$ cat src/rtl/lsu_pkg.sv
// lsu_pkg: shared types and word/half helpers for the load/store unit
package lsu_pkg;
    localparam int HALF_W = 16;
    localparam int WAIT_W = 4;
    typedef enum logic [1:0] {IDLE, ACCESS, RESP} state_t;
    function automatic logic [HALF_W-1:0] upper_half(input logic [2*HALF_W-1:0] w);
        return w[2*HALF_W-1:HALF_W];
    endfunction
    function automatic logic [HALF_W-1:0] lower_half(input logic [2*HALF_W-1:0] w);
        return w[HALF_W-1:0];
    endfunction
    function automatic logic [2*HALF_W-1:0] merge_halves(input logic [HALF_W-1:0] hi, input logic [HALF_W-1:0] lo);
        return {hi, lo};
    endfunction
endpackage

$ cat src/rtl/lsu_wait_counter.sv
// lsu_wait_counter: loadable down-counter timing the read strobe window
module lsu_wait_counter import lsu_pkg::*; (
    input  logic              clock,
    input  logic              reset,
    input  logic              load,
    input  logic              dec,
    input  logic [WAIT_W-1:0] value,
    output logic              zero
);
    logic [WAIT_W-1:0] count;
    always_ff @(posedge clock) begin
        if (reset) count <= '0;
        else if (load) count <= value;
        else if (dec && count != '0) count <= count - 1'b1;
    end
    assign zero = count == '0;
endmodule

$ cat src/rtl/load_store_unit.sv
// load_store_unit: splits 32-bit loads/stores over two 16-bit memory half-ports,
// waits the read latency and returns the merged word; faults out-of-range addresses.
module load_store_unit #(
    parameter int DEPTH     = 32,
    parameter int READ_WAIT = 1,
    parameter int HALF_W    = 16
) (
    input  logic              clock,
    input  logic              reset,
    input  logic              req_valid,
    output logic              req_ready,
    input  logic              req_write,
    input  logic [31:0]       req_address,
    input  logic [31:0]       req_wdata,
    output logic              resp_valid,
    input  logic              resp_ready,
    output logic [31:0]       resp_rdata,
    output logic              resp_fault,
    output logic              stall,
    output logic              memoryWrite1,
    output logic              memoryWrite2,
    output logic              memoryRead1,
    output logic              memoryRead2,
    output logic [31:0]       address1,
    output logic [31:0]       address2,
    output logic [HALF_W-1:0] writeData1,
    output logic [HALF_W-1:0] writeData2,
    input  logic [HALF_W-1:0] readData1,
    input  logic [HALF_W-1:0] readData2
);
    import lsu_pkg::*;
    state_t state;
    logic   in_range, wait_zero, wait_load, wait_dec;
    assign in_range  = req_address < 32'(DEPTH);
    assign req_ready = state == IDLE;
    assign stall     = (req_valid && !req_ready) || (resp_valid && !resp_ready);
    assign wait_load = state == IDLE && req_valid && in_range && !req_write;
    assign wait_dec  = state == ACCESS && memoryRead1 && !wait_zero;
    lsu_wait_counter u_wait (
        .clock(clock),
        .reset(reset),
        .load (wait_load),
        .dec  (wait_dec),
        .value(WAIT_W'(READ_WAIT)),
        .zero (wait_zero)
    );
    always_ff @(posedge clock) begin
        if (reset) begin
            state        <= IDLE;
            resp_valid   <= 1'b0;
            resp_rdata   <= '0;
            resp_fault   <= 1'b0;
            memoryWrite1 <= 1'b0;
            memoryWrite2 <= 1'b0;
            memoryRead1  <= 1'b0;
            memoryRead2  <= 1'b0;
            address1     <= '0;
            address2     <= '0;
            writeData1   <= '0;
            writeData2   <= '0;
        end else begin
            case (state)
                IDLE: if (req_valid) begin
                    address1   <= req_address;
                    address2   <= req_address;
                    writeData1 <= upper_half(req_wdata);
                    writeData2 <= lower_half(req_wdata);
                    if (in_range) begin
                        state        <= ACCESS;
                        memoryWrite1 <= req_write;
                        memoryWrite2 <= req_write;
                        memoryRead1  <= !req_write;
                        memoryRead2  <= !req_write;
                    end else begin
                        state      <= RESP;
                        resp_valid <= 1'b1;
                        resp_fault <= 1'b1;
                        resp_rdata <= '0;
                    end
                end
                ACCESS: if (memoryWrite1) begin
                    memoryWrite1 <= 1'b0;
                    memoryWrite2 <= 1'b0;
                    resp_rdata   <= '0;
                    resp_fault   <= 1'b0;
                    resp_valid   <= 1'b1;
                    state        <= RESP;
                end else if (wait_zero) begin
                    memoryRead1 <= 1'b0;
                    memoryRead2 <= 1'b0;
                    resp_rdata  <= merge_halves(readData1, readData2);
                    resp_fault  <= 1'b0;
                    resp_valid  <= 1'b1;
                    state       <= RESP;
                end
                RESP: if (resp_ready) begin
                    resp_valid <= 1'b0;
                    state      <= IDLE;
                end
                default: state <= IDLE;
            endcase
        end
    end
endmodule

$ cat config.mk
export PLATFORM = sky130hd
export DESIGN_NAME = load_store_unit
export DESIGN_NICKNAME = d
export VERILOG_FILES = /design/src/rtl/lsu_pkg.sv /design/src/rtl/lsu_wait_counter.sv /design/src/rtl/load_store_unit.sv
export SDC_FILE = /design/constraint.sdc
export NUM_CORES = 1
export LEC_CHECK = 0
export CORE_ASPECT_RATIO = 0.7
export CORE_MARGIN = 5
export CORE_UTILIZATION = 35
export CTS_BUF_LIST = sky130_fd_sc_hd__clkbuf_4 sky130_fd_sc_hd__clkbuf_8 sky130_fd_sc_hd__clkbuf_16
export CTS_CLUSTER_SIZE = 25
export DETAILED_ROUTE_END_ITERATION = 6
export HOLD_SLACK_MARGIN = 0.08
export PLACE_DENSITY = 0.81
export SLEW_MARGIN = 5
export SYNTH_ARGS = -nofsm -noshare
export SYNTH_HDL_FRONTEND = slang
export SYNTH_HIERARCHICAL = 1
export SYNTH_SLANG_ARGS = --single-unit
$ cat constraint.sdc
create_clock -name clock -period 3.2 [get_ports clock]
set_clock_uncertainty 0.2 [all_clocks]
set_input_delay 0.32 -clock clock [delete_from_list [all_inputs] [get_ports clock]]
set_output_delay 0.32 -clock clock [all_outputs]
set_load 0.02 [all_outputs]
==> impl_metrics.tcl, run 1 <==
set metrics [dict create \
    ys_ff_latch 107 \
    setup.reg_to_reg.worst_slack_ns 0.55 \
    ir_worst_vdd_v 0.000284 \
    grt_pass1_vias 4147 \
    port_buffers 236 \
    maxCapViolCount 0 \
    synth_top_cell_area_share_pct 47.5 \
    detailedRoute.firstIterationViolations 214 \
    syn_avg_cell_area_um2 8.36 \
    hold_end "writeData2[13]" \
    number_of_nets_still_failing_antenna_checks_after_routing 0 \
    grt_start_max_net_pins 75 \
    dpl.hpwl_um 10200 \
    cells_traversed_along_the_worst_timing_path "inv_1 > ha_1 > or3b_4 > inv_1 > nor3_2 > a211oi_4 > buf_4 > mux2i_1" \
    areaGrowthSynthToFinish_pct 55.9 \
    initial_utilization_pct 36.0 \
    hp-start "writeData2[13]" \
    grt_overflow 0 \
    ys_dominant_reg_cell "sky130_fd_sc_hd__dfxtp_1" \
    routed_via_density 4.67 \
    synth_cell_type_count 41 \
    cts.sinks 107 \
    post-synth-top-area-cell "sky130_fd_sc_hd__dfxtp_1" \
    clock_latency_ns 0.33 \
    die_area_um2 15300 \
    leakage_nw 2.49 \
    share_of_final_layout_standard_cells_stronger_than_drive_strength_1_pct 4.77 \
    ff2ff_path_depth 8 \
    cell_count_after_synthesis 539 \
    grt_setup_unrepaired "no" \
    total_negative_setup_slack_ns 0 \
    firstDrtPassIters 4 \
    route.detailed.drc 0 \
    cts_post_setup_buffers_inserted 0 \
    slew_violations 0 \
    critical_path.reg2reg.startpoint "u_wait/count[1]" \
    layout.nets 830 \
    cts_root_buffer "sky130_fd_sc_hd__clkbuf_16" \
    post-route-cell-area_um2 7020 \
    ys_top_cells_by_area "sky130_fd_sc_hd__dfxtp_1 48%, sky130_fd_sc_hd__nand2_1 14%, sky130_fd_sc_hd__a21oi_1 7.3%" \
    tritoncts_clock_tree "yes" \
    route.detailed.wl_per_inst_um 15.3 \
    cts.reportedPaths.clkPinSlew_ns 0.07 \
    critical_path.max_fanout 33 \
    hold-path-cell-count 2 \
    buffer_levels_on_the_longest_clock_path 2 \
    cpMostUsedCell "sky130_fd_sc_hd__inv_1" \
    placed_area_um2 6750 \
    die_height_um 105 \
    worst_ep_arrival_time_ns 2.71 \
    outcome "completed" \
    fin_crit_sh_pct 82.8 \
    setup.worst_path.end_class "flip-flop" \
    max_freq_mhz 378 \
    gpl.final_weighted_congestion 0.777 \
    synth_warnings 6 \
    grt_util_all_layers_pct 17.4 \
    fp-row-count 34 \
    timing.critical_path.from_type "flip-flop" \
    dieWidth_um 146 \
    finalWirelength_um 13700 \
    p_per_area_nw_per_um2 428 \
    route.vias.total 4181 \
    core-area_um2 12500 \
    reg2reg_to "resp_rdata[1]" \
    hold_buffers 0 \
    antennaDiodeCount 0 \
    worst_margin_pin_slew_ns 0.730 \
    synth_top_cells_by_count "170 x sky130_fd_sc_hd__nand2_1, 107 x sky130_fd_sc_hd__dfxtp_1, 66 x sky130_fd_sc_hd__a21oi_1" \
    synth-async-reset-ratio_pct 0 \
    cts_made_buffers 9 \
    postCtsResizedCells 0 \
    number_of_antenna_violations_at_the_first_check_in_global_routing 0 \
    final_setup_violation_count 0 \
    yosysSeqAreaShare_pct 47.5 \
    synthMostInstantiatedCell "sky130_fd_sc_hd__nand2_1" \
    critPathMaxStageDelay_ns 0.49 \
    timing.max_slew.rel_slack_pct 51.4 \
    min-delay-path-class "reg -> reg" \
    synth-edff-count 0 \
    ctsHtreeMaxLevel 3 \
    worst_path_max_delay_cell "sky130_fd_sc_hd__buf_4" \
    worst-endpoint-required_ns 3.26 \
    crit_type "reg -> reg" \
    grt_pass1_wl_um 22000 \
    finalWorstPathRequiredPeriod_ns 2.65 \
    boundaryPins 237 \
    hold_viol 0 \
    mappedNetlistArea_um2 4510 \
]
[per-layer routing]
metal	vias up	global-route usage [%]	routed length (µm)
li1	2104	-	-
met1	1905	23.2	6220
met2	163	28.5	6230
met3	9	4.93	1140
met4	0	3.60	114
met5	-	0	0
[how the worst max path moves through the flow]
stage / start / end / slack [ns]
after floorplan: u_wait/count[1] / u_wait/count[3] / 0.72
after global placement: req_address[27] / u_wait/count[1] / 0.23
after detailed placement: req_address[26] / u_wait/count[1] / 0.22
after CTS: u_wait/count[1] / resp_rdata[0] / 0.55
after global routing: req_address[26] / u_wait/count[2] / 0.39
final: u_wait/count[1] / resp_rdata[1] / 0.55
[stage by stage]
| stage | hold WS, ns | std cells | utilization [%] | total power, mW | worst slack, ns |
|---|---|---|---|---|---|
| after floorplan | 0.192 | 541 | - | 1.72 | 0.719 |
| after global placement | 0.241 | 879 | 53.9 | 2.00 | 0.232 |
| after detailed placement | 0.246 | 879 | 53.9 | 2.00 | 0.218 |
| after CTS | 0.255 | 895 | 56.2 | 3.05 | 0.551 |
| after global routing | 0.272 | 895 | 56.2 | 3.15 | 0.388 |
| final | 0.253 | 895 | 56.2 | 3.01 | 0.551 |
[critical path: cells and delay by family (launching register included)]
family                   cells  cell delay (ns)
buffers and inverters        3             0.77
AND/OR/NAND/NOR              2             0.54
flip-flops                   1             0.32
multiplexers                 1             0.26
adder cells (fa/ha/maj)      1             0.22
AO/OA/AOI/OAI                1             0.22
[power breakdown]
| group | switching, mW | internal (mW) | leakage, nW |
|---|---|---|---|
| Clock | 0.488 | 0.549 | 0.125 |
| Combinational | 0.263 | 0.289 | 1.49 |
| Sequential | 0.0367 | 1.38 | 0.873 |
[cells by family (layout without fill, tap and decap cells)]
| group | Yosys count | after routing | synth area share [%] |
|---|---|---|---|
| and+or+nand+nor | 235 | 235 | 23.2 |
| AOI/OAI and AO/OA | 87 | 87 | 11.9 |
| buffers and inverters | 74 | 266 | 9.61 |
| DFF | 107 | 107 | 47.5 |
| muxes | 33 | 33 | 7.33 |
| adders and majority gates | 1 | 1 | 0.278 |
| other | 2 | 4 | 0.167 |
[area by class of cell]
class / count / area [µm²]
clock inverters: 5 / 38.8
multi-input cells: 360 / 1950
clock buffers: 11 / 240
fillers: 1146 / 5480
well taps: 162 / 203
inverters: 7 / 26.3
repair buffers: 243 / 2420
flip-flops and latches: 107 / 2140
[registers in the layout (all words and copies together), names as in the netlist]
register      cells
resp_fault        1
u_wait/count      4
writeData2       16
address2         32
writeData1       16
memoryWrite2      1
memoryWrite1      1
resp_rdata       32
resp_valid        1
memoryRead2       1
state             2
[cell usage in the layout (no fill, tap or decap), types with 2 or more instances in the layout]
cell type | synthesis | layout
sky130_fd_sc_hd__clkbuf_4 | 0 | 2
sky130_fd_sc_hd__o21ai_0 | 4 | 4
sky130_fd_sc_hd__dfxtp_1 | 107 | 107
sky130_fd_sc_hd__nand2b_1 | 34 | 34
sky130_fd_sc_hd__mux2i_1 | 33 | 33
sky130_fd_sc_hd__nand2_1 | 170 | 169
sky130_fd_sc_hd__clkbuf_16 | 0 | 9
sky130_fd_sc_hd__clkdlybuf4s50_1 | 0 | 235
sky130_fd_sc_hd__nor4_1 | 6 | 6
sky130_fd_sc_hd__o31ai_1 | 2 | 2
sky130_fd_sc_hd__conb_1 | 2 | 4
sky130_fd_sc_hd__nor3_1 | 2 | 2
sky130_fd_sc_hd__nor3_2 | 3 | 2
sky130_fd_sc_hd__nand3_1 | 2 | 2
sky130_fd_sc_hd__inv_1 | 7 | 7
sky130_fd_sc_hd__a311oi_1 | 2 | 2
sky130_fd_sc_hd__a21oi_1 | 66 | 66
sky130_fd_sc_hd__clkinvlp_4 | 0 | 4
sky130_fd_sc_hd__buf_4 | 34 | 7
sky130_fd_sc_hd__nor2_1 | 10 | 10
Note: power is estimated with default switching activity, not from simulation.
==> inputs of run 2 (changes only) <==
clock period = 2.5 ns   (was 3.2 ns; I/O delays follow)
==> run 2 against run 1 <==
Against the previous run: global-route usage hardly changed; first-iteration DRC count is 1.9% higher; clock-buffer cell count stayed put; sequential power is 28% higher; flip-flop and latch count stayed put; critical path type unchanged; cell count is 1.6% higher.
==> impl_metrics.tcl, run 2 (synthesized netlist as in run 1, its figures left out) <==
set metrics [dict create \
    outcome "completed" \
    slew_violations 0 \
    routed_via_density 4.66 \
    hold_end "state[0]" \
    finalWorstPathRequiredPeriod_ns 2.34 \
    antennaDiodeCount 0 \
    boundaryPins 237 \
    tritoncts_clock_tree "yes" \
    layout.nets 844 \
    finalHoldWorstSlack_ns 0.0978 \
    core-area_um2 12500 \
    share_of_final_layout_standard_cells_stronger_than_drive_strength_1_pct 6.83 \
    leakage_nw 2.58 \
    cts_root_buffer "sky130_fd_sc_hd__clkbuf_16" \
    grt_util_all_layers_pct 17.4 \
    cts.sinks 107 \
    final_common_cell "sky130_fd_sc_hd__clkdlybuf4s50_1" \
    fin_crit_sh_pct 93.8 \
    grt_pass1_vias 4241 \
    fp-row-count 34 \
    route.vias.total 4240 \
    dieWidth_um 146 \
    route.detailed.drc 0 \
    detailedRoute.firstIterationViolations 218 \
    grt_setup_unrepaired "no" \
    worst-endpoint-required_ns 2.56 \
    grt_overflow 0 \
    buffer_levels_on_the_longest_clock_path 2 \
    initial_utilization_pct 36.0 \
    startpoint "u_wait/count[1]" \
    grt_pass1_wl_um 22100 \
    total_negative_setup_slack_ns 0 \
    dpl.hpwl_um 10200 \
    worst_path_max_delay_cell "sky130_fd_sc_hd__or3b_4" \
    die_area_um2 15300 \
    post-route-cell-area_um2 7180 \
    firstDrtPassIters 4 \
    route.detailed.wl_per_inst_um 15.3 \
    hold-path-cell-count 2 \
    setup.reg_to_reg.worst_slack_ns 0.16 \
    areaGrowthSynthToFinish_pct 59.4 \
    hp-start "reset" \
    setup.worst_path.end_class "flip-flop" \
    critical_path.reg2reg.startpoint "u_wait/count[1]" \
    ir_worst_vdd_v 0.000293 \
    reg2reg_to "resp_rdata[18]" \
    final_setup_violation_count 0 \
    number_of_antenna_violations_at_the_first_check_in_global_routing 0 \
    critical_path.max_fanout 13 \
    setup_ws_ns 0.155 \
    hold_viol 0 \
    critPathMaxStageDelay_ns 0.45 \
    cts.reportedPaths.clkPinSlew_ns 0.07 \
    preCtsSetupSlack_ns -0.108 \
    min-delay-path-class "in -> reg" \
    cts_made_buffers 9 \
    grt_start_max_net_pins 67 \
    finalWirelength_um 13900 \
    number_of_nets_still_failing_antenna_checks_after_routing 0 \
    placed_area_um2 6860 \
    final_util_pct 57.4 \
    worst_ep_arrival_time_ns 2.41 \
    multi_input_area_um2 1960 \
    max_freq_mhz 427 \
    ff2ff_path_depth 9 \
    largest_registers "address2: 32 flops, resp_rdata: 32 flops" \
    nFillCells 1159 \
    mostFrequentLayoutCells "235 x sky130_fd_sc_hd__clkdlybuf4s50_1, 169 x sky130_fd_sc_hd__nand2_1, 107 x sky130_fd_sc_hd__dfxtp_1" \
    clock_latency_ns 0.33 \
    port_buffers 236 \
    gpl.final_weighted_congestion 0.790 \
    die_height_um 105 \
    ctsHtreeMaxLevel 3 \
    crit_type "reg -> reg" \
    maxCapViolCount 0 \
    cells_traversed_along_the_worst_timing_path "inv_1 > ha_1 > or3b_4 > inv_2 > nor3_2 > a211oi_4 > buf_4 > clkbuf_16 > mux2i_1" \
    seqCellArea_um2 2140 \
    p_per_area_nw_per_um2 540 \
    timing.critical_path.from_type "flip-flop" \
]
run 2: changes by cell type in the layout (fill, tap and decap cells not counted):
cell / change
sky130_fd_sc_hd__buf_4: +11
sky130_fd_sc_hd__buf_12: +2
sky130_fd_sc_hd__clkinvlp_4: -2
sky130_fd_sc_hd__clkbuf_16: +1
sky130_fd_sc_hd__clkbuf_4: -1
sky130_fd_sc_hd__clkbuf_8: +1
sky130_fd_sc_hd__clkinv_2: +1
sky130_fd_sc_hd__clkinv_4: +1
sky130_fd_sc_hd__inv_1: -1
sky130_fd_sc_hd__inv_2: +1
sky130_fd_sc_hd__nor4_1: -1
sky130_fd_sc_hd__nor4_2: +1
run 2: worst max path at each step:
stage / to / slack, ns / depth (start not counted)
after floorplan: u_wait/count[3] / 0.02 / 8
after global placement: u_wait/count[1] / -0.08 / 10
after detailed placement: u_wait/count[2] / -0.11 / 10
after CTS: resp_rdata[18] / 0.04 / 8
after global routing: resp_rdata[11] / 0.06 / 9
final: resp_rdata[18] / 0.16 / 9
run 2: repair_timing:
item / in CTS / in global routing
setup endpoints to repair: 0 / 34
resized for setup: 0 / 2
hold buffers: 0 / 0
setup buffers: 0 / 1
run 2: area by class of cell:
type / count / share of cell area, %
Sequential cell: 107 / 29.8
Clock buffer: 11 / 3.43
Inverter: 7 / 0.366
Clock inverter: 5 / 0.523
Tap cell: 162 / 2.82
Multi-Input combinational cell: 360 / 27.2
Timing Repair Buffer: 257 / 35.8
run 2: layer usage:
layer  vias to the layer above  global-route usage, %  part of all wire [%]
met5                         -                      0                     0
met4                         0                   4.59                   1.5
met3                        18                   5.15                   7.0
met2                       159                   28.3                    46
met1                      1930                   22.9                    46
li1                       2133                      -                     -
run 2: where the power goes:
part           switching (mW)  internal [mW]  total (mW)
logic                   0.343          0.388       0.731
registers              0.0482           1.77        1.82
clock network           0.615          0.718        1.33
run 2: metrics by stage:
stage / cells / power (mW)
6_report: 909 / 3.88
5_1_grt: 909 / 4.06
4_1_cts: 907 / 3.93
3_5_place_dp: 891 / 2.58
3_3_place_gp: 891 / 2.58
2_1_floorplan: 541 / 2.20
run 2: worst max-delay path: cells and delay by family, from the launching register on:
kind	cells	cell delay, ns
adder cells (fa/ha/maj)	1	0.24
flip-flops	1	0.33
AO/OA/AOI/OAI	1	0.16
multiplexers	1	0.20
buffers and inverters	4	0.61
AND/OR/NAND/NOR	2	0.53
